[config.mk]
export PLATFORM = sky130hd
export DESIGN_NAME = err_inj_sequencer
export DESIGN_NICKNAME = d
export VERILOG_FILES = /design/src/rtl/err_inj_pkg.sv /design/src/rtl/err_inj_cnt.sv /design/src/rtl/err_inj_sequencer.sv
export SDC_FILE = /design/constraint.sdc
export NUM_CORES = 1
export LEC_CHECK = 0
export CAP_MARGIN = 5
export CORE_MARGIN = 1
export CORE_UTILIZATION = 33
export CTS_CLUSTER_SIZE = 25
export DETAILED_ROUTE_END_ITERATION = 8
export PLACE_DENSITY = 0.53
export SLEW_MARGIN = 20
export SYNTH_ARGS = -nofsm -noshare
export SYNTH_HDL_FRONTEND = slang
export SYNTH_SLANG_ARGS = --single-unit
[constraint.sdc]
create_clock -name clk -period 3.5 [get_ports clk]
set_clock_uncertainty 0.05 [all_clocks]
set_input_delay 0.7 -clock clk [delete_from_list [all_inputs] [get_ports clk]]
set_output_delay 0.7 -clock clk [all_outputs]
set_load 0.02 [all_outputs]
[src/rtl/err_inj_pkg.sv]
// Shared types and default sizing for the error-injection hierarchy.
// The splitter tree instantiations use the same constants so the target
// count seen by the sequencer always matches what the tree can decode.
package err_inj_pkg;

    localparam int ERR_INW     = 5;
    localparam int ERR_NUM_TGT = 25;
    localparam int ERR_CNTW    = 16;

    typedef enum logic [2:0] {
        ST_IDLE,
        ST_DELAY,
        ST_INJECT,
        ST_GAP,
        ST_DONE
    } err_inj_state_e;

    // Latched copy of an accepted command. Field widths follow the package
    // defaults; the sequencer parameters are expected to track them.
    typedef struct packed {
        logic                sweep;
        logic [ERR_INW-1:0]  target;
        logic [ERR_INW-1:0]  last;
        logic [ERR_CNTW-1:0] delay;
        logic [ERR_CNTW-1:0] len;
        logic [ERR_CNTW-1:0] gap;
    } err_cmd_t;

endpackage

[src/rtl/err_inj_cnt.sv]
// Loadable down-counter shared by the delay, inject and gap phases.
// term flags the last cycle of a phase (count == 1); the counter parks at 0
// instead of wrapping.
module err_inj_cnt #(
    parameter int W = 16
) (
    input  logic         clk,
    input  logic         rst,
    input  logic         load,
    input  logic [W-1:0] load_val,
    input  logic         en,
    output logic         term
);

    logic [W-1:0] cnt;

    // Load has priority so a phase change can restart the count in the same
    // cycle the previous phase terminates.
    always_ff @(posedge clk) begin
        if (rst) begin
            cnt <= '0;
        end else if (load) begin
            cnt <= load_val;
        end else if (en && cnt != '0) begin
            cnt <= cnt - W'(1);
        end
    end

    assign term = (cnt == W'(1));

endmodule

[src/rtl/err_inj_sequencer.sv]
// Top of the error-injection hierarchy: accepts one command per handshake and
// plays it out on err_en/err_ctrl toward the root splitter, optionally
// sweeping a contiguous target range with gaps between windows.
module err_inj_sequencer
    import err_inj_pkg::*;
#(
    parameter int INW     = ERR_INW,
    parameter int NUM_TGT = ERR_NUM_TGT,
    parameter int CNTW    = ERR_CNTW
) (
    input  logic            clk,
    input  logic            rst,
    input  logic            cmd_valid,
    output logic            cmd_ready,
    input  logic            cmd_sweep,
    input  logic [INW-1:0]  cmd_target,
    input  logic [INW-1:0]  cmd_last,
    input  logic [CNTW-1:0] cmd_delay,
    input  logic [CNTW-1:0] cmd_len,
    input  logic [CNTW-1:0] cmd_gap,
    input  logic            abort,
    output logic            err_en,
    output logic [INW-1:0]  err_ctrl,
    output logic            busy,
    output logic            done,
    output logic            cmd_err
);

    localparam logic [INW:0] TGT_LIM = (INW+1)'(NUM_TGT);

    err_inj_state_e  state, state_nxt;
    err_cmd_t        cmd_q, cmd_nxt;
    logic [INW-1:0]  tgt_q, tgt_nxt;
    logic            cnt_load;
    logic [CNTW-1:0] cnt_val;
    logic            cnt_en;
    logic            cnt_term;
    logic            accept;
    logic            bad_cmd;
    logic            reject;

    assign accept = cmd_valid & cmd_ready;

    // Command validity is judged on the live inputs at the accept edge.
    assign bad_cmd = (cmd_len == '0)
                   || ({1'b0, cmd_target} >= TGT_LIM)
                   || (cmd_sweep && (({1'b0, cmd_last} >= TGT_LIM)
                                     || (cmd_last < cmd_target)));

    err_inj_cnt #(.W(CNTW)) u_cnt (
        .clk      (clk),
        .rst      (rst),
        .load     (cnt_load),
        .load_val (cnt_val),
        .en       (cnt_en),
        .term     (cnt_term)
    );

    // State, latched command and current target.
    always_ff @(posedge clk) begin
        if (rst) begin
            state <= ST_IDLE;
            cmd_q <= '0;
            tgt_q <= '0;
        end else begin
            state <= state_nxt;
            cmd_q <= cmd_nxt;
            tgt_q <= tgt_nxt;
        end
    end

    // Next-state, counter control and target stepping.
    always_comb begin
        state_nxt = state;
        cmd_nxt   = cmd_q;
        tgt_nxt   = tgt_q;
        cnt_load  = 1'b0;
        cnt_val   = '0;
        cnt_en    = 1'b0;
        reject    = 1'b0;
        unique case (state)
            // DONE behaves like IDLE; abort has no effect here.
            ST_IDLE, ST_DONE: begin
                state_nxt = ST_IDLE;
                if (accept) begin
                    if (bad_cmd) begin
                        reject = 1'b1;
                    end else begin
                        cmd_nxt.sweep  = cmd_sweep;
                        cmd_nxt.target = cmd_target;
                        cmd_nxt.last   = cmd_last;
                        cmd_nxt.delay  = cmd_delay;
                        cmd_nxt.len    = cmd_len;
                        cmd_nxt.gap    = cmd_gap;
                        tgt_nxt        = cmd_target;
                        cnt_load       = 1'b1;
                        if (cmd_delay != '0) begin
                            state_nxt = ST_DELAY;
                            cnt_val   = cmd_delay;
                        end else begin
                            state_nxt = ST_INJECT;
                            cnt_val   = cmd_len;
                        end
                    end
                end
            end
            ST_DELAY: begin
                cnt_en = 1'b1;
                if (abort) begin
                    state_nxt = ST_IDLE;
                end else if (cnt_term) begin
                    state_nxt = ST_INJECT;
                    cnt_load  = 1'b1;
                    cnt_val   = cmd_q.len;
                end
            end
            ST_INJECT: begin
                cnt_en = 1'b1;
                if (abort) begin
                    state_nxt = ST_IDLE;
                end else if (cnt_term) begin
                    if (!cmd_q.sweep || tgt_q == cmd_q.last) begin
                        state_nxt = ST_DONE;
                    end else if (cmd_q.gap != '0) begin
                        state_nxt = ST_GAP;
                        cnt_load  = 1'b1;
                        cnt_val   = cmd_q.gap;
                    end else begin
                        // Back-to-back windows: err_en stays high, target steps.
                        state_nxt = ST_INJECT;
                        cnt_load  = 1'b1;
                        cnt_val   = cmd_q.len;
                        tgt_nxt   = tgt_q + INW'(1);
                    end
                end
            end
            ST_GAP: begin
                cnt_en = 1'b1;
                if (abort) begin
                    state_nxt = ST_IDLE;
                end else if (cnt_term) begin
                    state_nxt = ST_INJECT;
                    cnt_load  = 1'b1;
                    cnt_val   = cmd_q.len;
                    tgt_nxt   = tgt_q + INW'(1);
                end
            end
            default: state_nxt = ST_IDLE;
        endcase
    end

    // Outputs are registered from the next state so they line up with it.
    always_ff @(posedge clk) begin
        if (rst) begin
            err_en    <= 1'b0;
            err_ctrl  <= '0;
            busy      <= 1'b0;
            done      <= 1'b0;
            cmd_err   <= 1'b0;
            cmd_ready <= 1'b1;
        end else begin
            err_en    <= (state_nxt == ST_INJECT);
            err_ctrl  <= (state_nxt == ST_INJECT) ? tgt_nxt : '0;
            busy      <= (state_nxt == ST_DELAY) || (state_nxt == ST_INJECT)
                      || (state_nxt == ST_GAP);
            done      <= (state_nxt == ST_DONE);
            cmd_err   <= reject;
            cmd_ready <= (state_nxt == ST_IDLE) || (state_nxt == ST_DONE);
        end
    end

endmodule

-- After elaboration in Yosys (flattened, before gate mapping)
Cells that the tools add are included.
- output and inout bits: 10
- logic and storage cells: 97
- register bits: 72
- input bits: 63
- reduce and logical (&&, ||, !) cells: 23
- bitwise logic cells: 5
- add/sub/neg operators: 2
- mux-type cells: 41
- $lt $le $gt $ge: 3
- eq/ne operators: 10
- operators by type and width (kind ; count):
    $mux 16 ; 11
    $pmux 16 s3 ; 1
    $reduce_bool 16->1 ; 3
    $mux 5 ; 8
    $eq 16x1->1 const B ; 1
    $logic_not 16->1 ; 1
    $sub 16x1->16 const B ; 1
    $mux 3 ; 5
    $pmux 5 s3 ; 1
    $eq 3x2->1 const B ; 4
    $ge 5x5->1 const B ; 2
    $mux 1 ; 10
    $pmux 3 s3 ; 1
    $logic_or 1x1->1 ; 7
    $eq 3x1->1 const B ; 2
    $eq 3x3->1 const B ; 2
    $logic_not 3->1 ; 2
    $mux 2 ; 3
    $reduce_or 2->1 ; 3
    $reduce_or 3->1 ; 2
    $add 5x1->5 const B ; 1
    $eq 5x5->1 ; 1
    $lt 5x5->1 ; 1
    $not 1->1 ; 4
    other kinds (6) ; 7

-- Depth between registers and ports, before layout
Gate-level depths: netlist of the first run.
- word-level depth: 10
- mapped depth: 11
- gate-level depth less buffers: 9

-- By module
A second synthesis of the first run with hierarchy kept.
- cell total of the unflattened synthesis: 485
- area, all modules: 3846.2 um^2
- modules (own cells, without submodules) (module ; area an instance (um^2) ; seq. area each (um^2) ; times used ; cells each):
    err_inj_sequencer ; 2826.5 ; 1121.1 ; 1 ; 361
    err_inj_cnt ; 1019.7 ; 320.3 ; 1 ; 124

-- Least setup slack after synthesis of the first run
Ideal clock, no wire load.
- path kind: input -> register
- from: input cmd_target[2]
- to: register u_cnt.cnt[14]
- path buffers: 2
- arrival time: 2.435 ns
- required time: 3.318 ns
- path slack: 0.882 ns
- cell stages on the path: 11
- library setup time: 0.132 ns
- cell sequence: inv_1 -> ha_1 -> a21oi_1 -> o21ai_1 -> a31oi_1 -> or3_1 -> clkbuf_1 -> buf_1 -> o2bb2ai_1 -> a21oi_1 -> a21oi_1
- longest elaborated chain between the ends: 8
- elaborated cells on any way between the ends: 14
- those cells by class: 2 x order compare; 7 x mux; 5 x reduce/logical
- RTL lines (element ; RTL line ; text):
    from (decl) ; err_inj_sequencer.sv:16 ; input logic [INW-1:0] cmd_target,
    $lt 5x5->1 ; err_inj_sequencer.sv:48 ; || (cmd_last < cmd_target)));
    $logic_or 1x1->1 ; err_inj_sequencer.sv:48 ;
    $logic_and 1x1->1 ; err_inj_sequencer.sv:47 ; || (cmd_sweep && (({1'b0, cmd_last} >= TGT_LIM)
    $logic_or 1x1->1 (*) ; err_inj_sequencer.sv:47 ;
    $mux 16 or $mux 1 (tied branches) ; err_inj_sequencer.sv:86 ; if (bad_cmd) begin
    $mux 16 or $mux 1 (tied branches) ; err_inj_sequencer.sv:85 ; if (accept) begin
    $pmux 16 s3 or $pmux 1 s3 (tied branches) ; err_inj_sequencer.sv:81 ; unique case (state)
    $mux 16 or $reduce_bool 2->1 (tied branches) ; - ;
    to (signal assigned) ; err_inj_cnt.sv:23 ; cnt <= load_val;
    to (signal assigned) ; err_inj_cnt.sv:25 ; cnt <= cnt - W'(1);
    to (decl) ; err_inj_cnt.sv:15 ; logic [W-1:0] cnt;
Mark *: on every way between the ends. The rest lies on a longest branch, timed or not.
A chain may end at the register's enable or synchronous reset.

-- Worst setup path in the final report of the first run
- from: input cmd_target[2]
- to: register u_cnt.cnt[0]
Same word-level chain as after synthesis.

==> impl_metrics.py, run 1 <==
metrics = {
    "placed_design": {
        "buffer_ports.inserted": 72,
        "gp_congestion": 0.831,
        "dp_hpwl_mm": 8.32,
        "placed_cells": 664,
        "placement.setup.worst_slack_ps": 204,
    },
    "global_route": {
        "maximum_number_of_pins_on_one_net_before_global_route_repair": 44,
        "globalRouteOverflowTotal": 0,
        "grt_pass1_vias": 3346,
        "grtUsageTotal": 0.200,
        "grt_first_pass_wirelength_mm": 17.6,
        "antenna_found_initial": 0,
    },
    "layout": {
        "finish.net_count": 606,
        "flow.area_growth_from_synthesis_pct": 31.4,
        "layout-drive-gt1-share": 0.111,
        "antenna_cells_inserted": 0,
        "finish.cell_count_without_fillers": 680,
        "layout.filler_cells": 1131,
    },
    "yosys": {
        "portion_of_the_post_synthesis_area_used_by_sequential_elements": 0.391,
        "synthesis.instances": 458,
        "ys_dominant_reg_cell": "sky130_fd_sc_hd__dfxtp_1",
        "syn_area_mm2": 0.00368,
        "synth_enable_flop_cells": 0,
        "synthesis.yosys.warnings": 0,
        "postSynthNetCount": 529,
        "ys_ff_latch": 72,
        "syn_area_per_cell_um2": 8.04,
        "ys_types": 55,
        "synthArstFlopShare": 0,
    },
    "timing": {
        "setup_repair_after_global_routing_missed_its_margin": "no",
        "highest_achievable_clock_rate_mhz": 341,
        "pins_over_their_slew_limit": 0,
        "final_hold_viol_count": 0,
        "worst_margin_slew_ps": 838,
        "period_needed_ps": 2930,
        "final_min_period_over_clock_period": 0.838,
        "setup_viol_count_final": 0,
        "timing.setup.tns_ps": 0,
        "final.setup.worst_slack_ps": 568,
        "relSlewSlack": 0.441,
    },
    "floorplanning": {
        "die_height_um": 108,
        "coreArea_mm2": 0.0108,
        "die_x_um": 108,
        "ios": 73,
        "fp.dieArea_mm2": 0.0116,
        "floorplan_row_count": 38,
        "floorplan.initialDensity": 0.340,
    },
    "drt": {
        "postRouteWirelength_mm": 10.9,
        "drtAntennaViolNets": 0,
        "detail_route.vias_per_cell": 5.19,
        "drtPass1Iterations": 4,
        "wl_per_cell_um": 16.0,
        "drt_drc_violations_left": 0,
        "wirelength_met1_mm": 5.57,
        "drt_iter0_markers": 92,
        "route.vias.total": 3531,
        "met2_length_mm": 4.62,
        "met3_wl_um": 520,
        "maxUsedRoutingLayer": "met4",
    },
    "clock_network": {
        "cts_max_path_buffers": 2,
        "postCtsSetupBuffers": 0,
        "cts_buffer_count": 9,
        "numClockSinks": 72,
        "cts_tree": "built",
        "post_cts_hold_fix_bufs": 0,
        "clock_insertion_delay_worst_skew_ps": 360,
        "cts_resized": 0,
        "htree_num_levels": 3,
        "ctsRootBufferMaster": "sky130_fd_sc_hd__clkbuf_8",
        "clk_transition_reported_paths_ps": 80,
    },
    "setup_path": {
        "worstSetupStartpointType": "input pin",
        "critical_path.endpoint_type": "flip-flop",
        "cp_slowest_stage_delay_ps": 510,
        "slowest_cp_cell": "sky130_fd_sc_hd__clkdlybuf4s50_1",
        "crit_arrival_ps": 3080,
        "cp.required_ps": 3650,
        "worstPathCellList": "clkdlybuf4s50_1, inv_1, ha_1, nand2_1, o21ai_1, a31oi_1, or3_1, and3_1, buf_4, a221oi_2, a21oi_1",
        "crit_fanout": 5,
        "critPathKind": "in2reg",
    },
    "flow_run": {
        "timing.max_cap.violations": 0,
    },
    "pwr": {
        "power.density_cell_area_mw_per_mm2": 452,
        "leakage_nw": 1.77,
        "power.total_w": 0.00219,
        "vdd_drop_max_mv": 0.227,
    },
    "outcome": {
        "run_status": "completed",
    },
    "worst_hold_path": {
        "min_path_type": "reg2reg",
    },
}
==> Yosys cell counts, drive strengths merged, types with 7 or more instances <==
| cell type | instances | area [µm²] |
|---|---|---|
| inv | 8 | 30.0 |
| a21oi | 77 | 385 |
| nor2 | 39 | 154 |
| ha | 8 | 100 |
| a221oi | 10 | 150 |
| xnor2 | 8 | 70.1 |
| nand2 | 100 | 375 |
| nor4 | 18 | 113 |
| clkbuf | 16 | 60.1 |
| nor3 | 10 | 66.3 |
| dfxtp | 72 | 1440 |
| xor2 | 12 | 105 |
| nand3 | 7 | 40.0 |
==> flip-flops by register name, indices dropped and copies added, names as in the netlist <==
name / cells
tgt_q: 5
cmd_q: 38
err_ctrl: 5
state: 3
cmd_ready: 1
cmd_err: 1
busy: 1
u_cnt.cnt: 16
done: 1
err_en: 1
==> layer usage <==
layer | vias to the layer above | global-route usage
met5 | - | 0
met4 | 0 | 0.0705
met3 | 13 | 0.0345
met2 | 73 | 0.292
met1 | 1661 | 0.292
li1 | 1784 | -
==> final timing paths <==
kind,startpoint,endpoint,slack (ps),cells past startpoint
setup / recovery,cmd_target[2],u_cnt.cnt[0],570,11
hold / removal,cmd_q[27],cmd_q[27],410,2
setup reg to reg,u_cnt.cnt[1],u_cnt.cnt[0],670,9
hold reg to reg,cmd_q[27],cmd_q[27],410,2
==> critical path: cells and delay by family <==
| family | cells | cell delay [ps] |
|---|---|---|
| AND/OR/NAND/NOR | 3 | 770 |
| buffers and inverters | 3 | 770 |
| AO/OA/AOI/OAI | 4 | 570 |
| adder cells (fa/ha/maj) | 1 | 290 |
==> cell families (layout without fill, tap and decap cells) <==
logic type,after synthesis,after routing,synth area share
flip-flops,72,72,0.391
AO/OA/AOI/OAI,117,117,0.214
adder cells (fa/ha/maj),8,8,0.0272
XOR/XNOR,20,20,0.0476
AND/OR/NAND/NOR,207,207,0.279
buffers and inverters,32,114,0.0357
multiplexers,2,2,0.00543
==> placed cells by master (no fill, tap or decap), types with 3 or more instances in the layout <==
cell                              netlist  layout
sky130_fd_sc_hd__a211oi_1               4       4
sky130_fd_sc_hd__nand3_1                6       6
sky130_fd_sc_hd__xor2_1                12      12
sky130_fd_sc_hd__nor2_2                 3       3
sky130_fd_sc_hd__nor2b_1                3       3
sky130_fd_sc_hd__xnor2_1                8       8
sky130_fd_sc_hd__nand2_1              100     100
sky130_fd_sc_hd__nor4_1                18      18
sky130_fd_sc_hd__or4_4                  3       3
sky130_fd_sc_hd__or4_1                  3       3
sky130_fd_sc_hd__and3_1                 3       3
sky130_fd_sc_hd__buf_4                  1      15
sky130_fd_sc_hd__nor3_1                 8       8
sky130_fd_sc_hd__nor2_1                36      36
sky130_fd_sc_hd__inv_1                  7       7
sky130_fd_sc_hd__a21oi_1               77      77
sky130_fd_sc_hd__clkbuf_8               0      10
sky130_fd_sc_hd__ha_1                   8       8
sky130_fd_sc_hd__dfxtp_1               72      72
sky130_fd_sc_hd__a221oi_2              10      10
sky130_fd_sc_hd__o2bb2ai_1              4       4
sky130_fd_sc_hd__o211ai_1               4       4
sky130_fd_sc_hd__a22o_1                 3       3
sky130_fd_sc_hd__clkdlybuf4s50_1        0      71
sky130_fd_sc_hd__or3_1                  3       3
==> layout make-up <==
| type | count | area [µm²] | share of cell area |
|---|---|---|---|
| flip-flops and latches | 72 | 1440 | 0.298 |
| repair buffers | 88 | 848 | 0.175 |
| clock inverters | 5 | 80.1 | 0.0165 |
| inverters | 10 | 37.5 | 0.00775 |
| clock buffers | 11 | 141 | 0.0292 |
| well taps | 140 | 175 | 0.0362 |
| multi-input cells | 354 | 2120 | 0.437 |
==> metrics by stage <==
stage                     area (µm²)   util  hold WS [ps]
final                           4840  0.447           413
after global routing            4840  0.447           431
after CTS                       4840  0.447           413
after detailed placement        4620  0.426           402
after global placement          4620  0.426           394
after floorplan                 3680      -           382
==> power breakdown <==
| group | switching, W | internal [W] |
|---|---|---|
| clock | 0.000331 | 0.000420 |
| sequential | 0.0000608 | 0.000879 |
| combinational | 0.000261 | 0.000234 |
| total | 0.000653 | 0.00153 |
(Power assumes the default switching activity.)
==> inputs of run 2 (changes only) <==
clock period = 2.7 ns   (was 3.5 ns; I/O delays follow)
==> impl_metrics.py, run 2 (synthesized netlist as in run 1, its figures left out) <==
metrics = {
    "outcome": {
        "run_status": "completed",
    },
    "layout": {
        "flow.area_growth_from_synthesis_pct": 44.2,
        "antenna_cells_inserted": 0,
        "layout-drive-gt1-share": 0.201,
        "largest_register_ff_count": 38,
        "largestRegisters": "cmd_q x38, u_cnt.cnt x16",
        "layout.filler_cells": 1083,
        "commonest_non_fill_non_tap_cell_in_the_layout": "sky130_fd_sc_hd__nand2_1",
        "final_cell_mix": "sky130_fd_sc_hd__nand2_1, sky130_fd_sc_hd__a21oi_1, sky130_fd_sc_hd__dfxtp_1",
        "finish.net_count": 652,
        "max_flop_register": "cmd_q",
        "stdcell_area_mm2": 0.00531,
    },
    "drt": {
        "postRouteWirelength_mm": 11.4,
        "drtPass1Iterations": 4,
        "drt_drc_violations_left": 0,
        "route.vias.total": 3744,
        "drtAntennaViolNets": 0,
        "drt_iter0_markers": 163,
        "detail_route.vias_per_cell": 5.16,
        "wl_per_cell_um": 15.7,
    },
    "clock_network": {
        "ctsRootBufferMaster": "sky130_fd_sc_hd__clkbuf_8",
        "cts_max_path_buffers": 2,
        "numClockSinks": 72,
        "htree_num_levels": 3,
        "clk_transition_reported_paths_ps": 80,
        "clock_insertion_delay_worst_skew_ps": 360,
        "cts_buffer_count": 9,
        "cts_tree": "built",
    },
    "setup_path": {
        "ff_to_ff_end": "u_cnt.cnt[1]",
        "critical_path.endpoint_type": "flip-flop",
        "cp-startpoint": "u_cnt.cnt[3]",
        "worstPathCellList": "nor4_1, nand4_1, buf_4, or4_4, buf_4, o31ai_4, buf_12, nand2_1, a21oi_1",
        "crit_family": "simple AND/OR/NAND/NOR gates",
        "ff2ff_setup_slack_ps": 60,
        "cp_common_cell": "sky130_fd_sc_hd__buf_4",
        "worstPathBufferInverterCount": 3,
        "crit_arrival_ps": 2870,
        "cp_slowest_stage_delay_ps": 560,
        "critPathKind": "reg2reg",
        "worstSetupStartpointType": "flip-flop",
        "slowest_cp_cell": "sky130_fd_sc_hd__or4_4",
        "crit_fanout": 8,
        "worst_setup_path_endpoint": "u_cnt.cnt[1]",
        "ff2ff_path_depth": 9,
        "path_length_in_cells_of_the_critical_path": 9,
        "cp.required_ps": 2930,
        "worst_flop_to_flop_path_startpoint": "u_cnt.cnt[3]",
    },
    "timing": {
        "pins_over_their_slew_limit": 0,
        "final_min_period_over_clock_period": 0.979,
        "worst_margin_slew_ps": 785,
        "highest_achievable_clock_rate_mhz": 379,
        "setup_viol_count_final": 0,
        "period_needed_ps": 2640,
        "relSlewSlack": 0.476,
        "hold_ws_ps": 409,
        "final_hold_viol_count": 0,
    },
    "floorplanning": {
        "ios": 73,
        "fp.dieArea_mm2": 0.0116,
        "die_height_um": 108,
        "floorplan.initialDensity": 0.340,
        "floorplan_row_count": 38,
        "die_x_um": 108,
        "coreArea_mm2": 0.0108,
    },
    "placed_design": {
        "dpl-instance-area_mm2": 0.00497,
        "gp_congestion": 0.830,
        "buffer_ports.inserted": 72,
        "dp_hpwl_mm": 8.70,
    },
    "flow_run": {
        "timing.max_cap.violations": 0,
    },
    "global_route": {
        "globalRouteOverflowTotal": 0,
        "grtUsageTotal": 0.205,
        "maximum_number_of_pins_on_one_net_before_global_route_repair": 40,
        "grt_pass1_vias": 3491,
        "grt_first_pass_wirelength_mm": 18.1,
        "antenna_found_initial": 0,
    },
    "worst_hold_path": {
        "min_path_type": "reg2reg",
    },
    "pwr": {
        "vdd_drop_max_mv": 0.244,
        "leakage_nw": 2.03,
        "power.density_cell_area_mw_per_mm2": 563,
    },
}
[run 2: changes by cell type in the layout (fill, tap and decap cells not counted), moves of 2 or more]
cell	before	now
sky130_fd_sc_hd__buf_12	1	3
sky130_fd_sc_hd__a211oi_2	2	4
sky130_fd_sc_hd__nor4_1	18	16
sky130_fd_sc_hd__nor2_2	3	5
sky130_fd_sc_hd__a31oi_1	2	0
sky130_fd_sc_hd__nor4_2	0	2
sky130_fd_sc_hd__nor2_1	36	34
sky130_fd_sc_hd__clkinvlp_4	2	0
sky130_fd_sc_hd__a211oi_1	4	2
sky130_fd_sc_hd__buf_4	15	59
sky130_fd_sc_hd__a31oi_2	0	2
[run 2: power breakdown]
group | internal (W) | switching (W)
sequential | 0.00114 | 0.0000795
clock | 0.000640 | 0.000415
combinational | 0.000356 | 0.000361
[run 2: final cells by class]
| cell class | count | area [µm²] | area share |
|---|---|---|---|
| repair buffers | 134 | 1220 | 0.229 |
| multi-input cells | 354 | 2190 | 0.413 |
| clock buffers | 11 | 141 | 0.0266 |
| well taps | 140 | 175 | 0.0330 |
| inverters | 10 | 37.5 | 0.00707 |
| flip-flops and latches | 72 | 1440 | 0.271 |
| clock inverters | 5 | 104 | 0.0196 |
[run 2: routing by layer]
metal  share of wire  track usage
met4           0.015       0.0597
met5               0            0
met1            0.50        0.283
met3           0.041       0.0400
met2            0.44        0.320
[run 2: repair_timing]
action                     in CTS  in global routing
hold buffers                    0                  0
pin swaps                       0                  4
setup endpoints to repair      14                 23
gates resized for setup         5                 10
buffers inserted                0                  3
[run 2: worst reg2reg max path, stage by stage (launching register included)]
cell	delay, ps
sky130_fd_sc_hd__dfxtp_1	370
sky130_fd_sc_hd__nor4_1	430
sky130_fd_sc_hd__nand4_1	170
sky130_fd_sc_hd__buf_4	200
sky130_fd_sc_hd__or4_4	560
sky130_fd_sc_hd__buf_4	170
sky130_fd_sc_hd__o31ai_4	240
sky130_fd_sc_hd__buf_12	160
sky130_fd_sc_hd__nand2_1	80
sky130_fd_sc_hd__a21oi_1	140
[run 2: worst min-delay path by stage]
stage                    from             to  slack, ps  cells past startpoint
floorplan           cmd_q[28]  u_cnt.cnt[12]        380                      2
global placement    cmd_q[27]      cmd_q[27]        400                      2
detailed placement  cmd_q[27]      cmd_q[27]        400                      2
CTS                 cmd_q[26]  u_cnt.cnt[10]        410                      2
global route        cmd_q[23]      cmd_q[23]        430                      2
finish              cmd_q[27]      cmd_q[27]        410                      2
[run 2: per-stage QoR]
step                std cells  total power (W)  setup TNS (ps)  utilization  setup WS (ps)
finish                    726          0.00299               0        0.490           58.0
global route              726          0.00314           -55.8        0.490          -15.8
CTS                       723          0.00299           -5.93        0.483          -5.93
detailed placement        707          0.00193          -16720        0.458           -448
global placement          707          0.00192          -13770        0.458           -377
floorplan                 458          0.00163               0            -            242
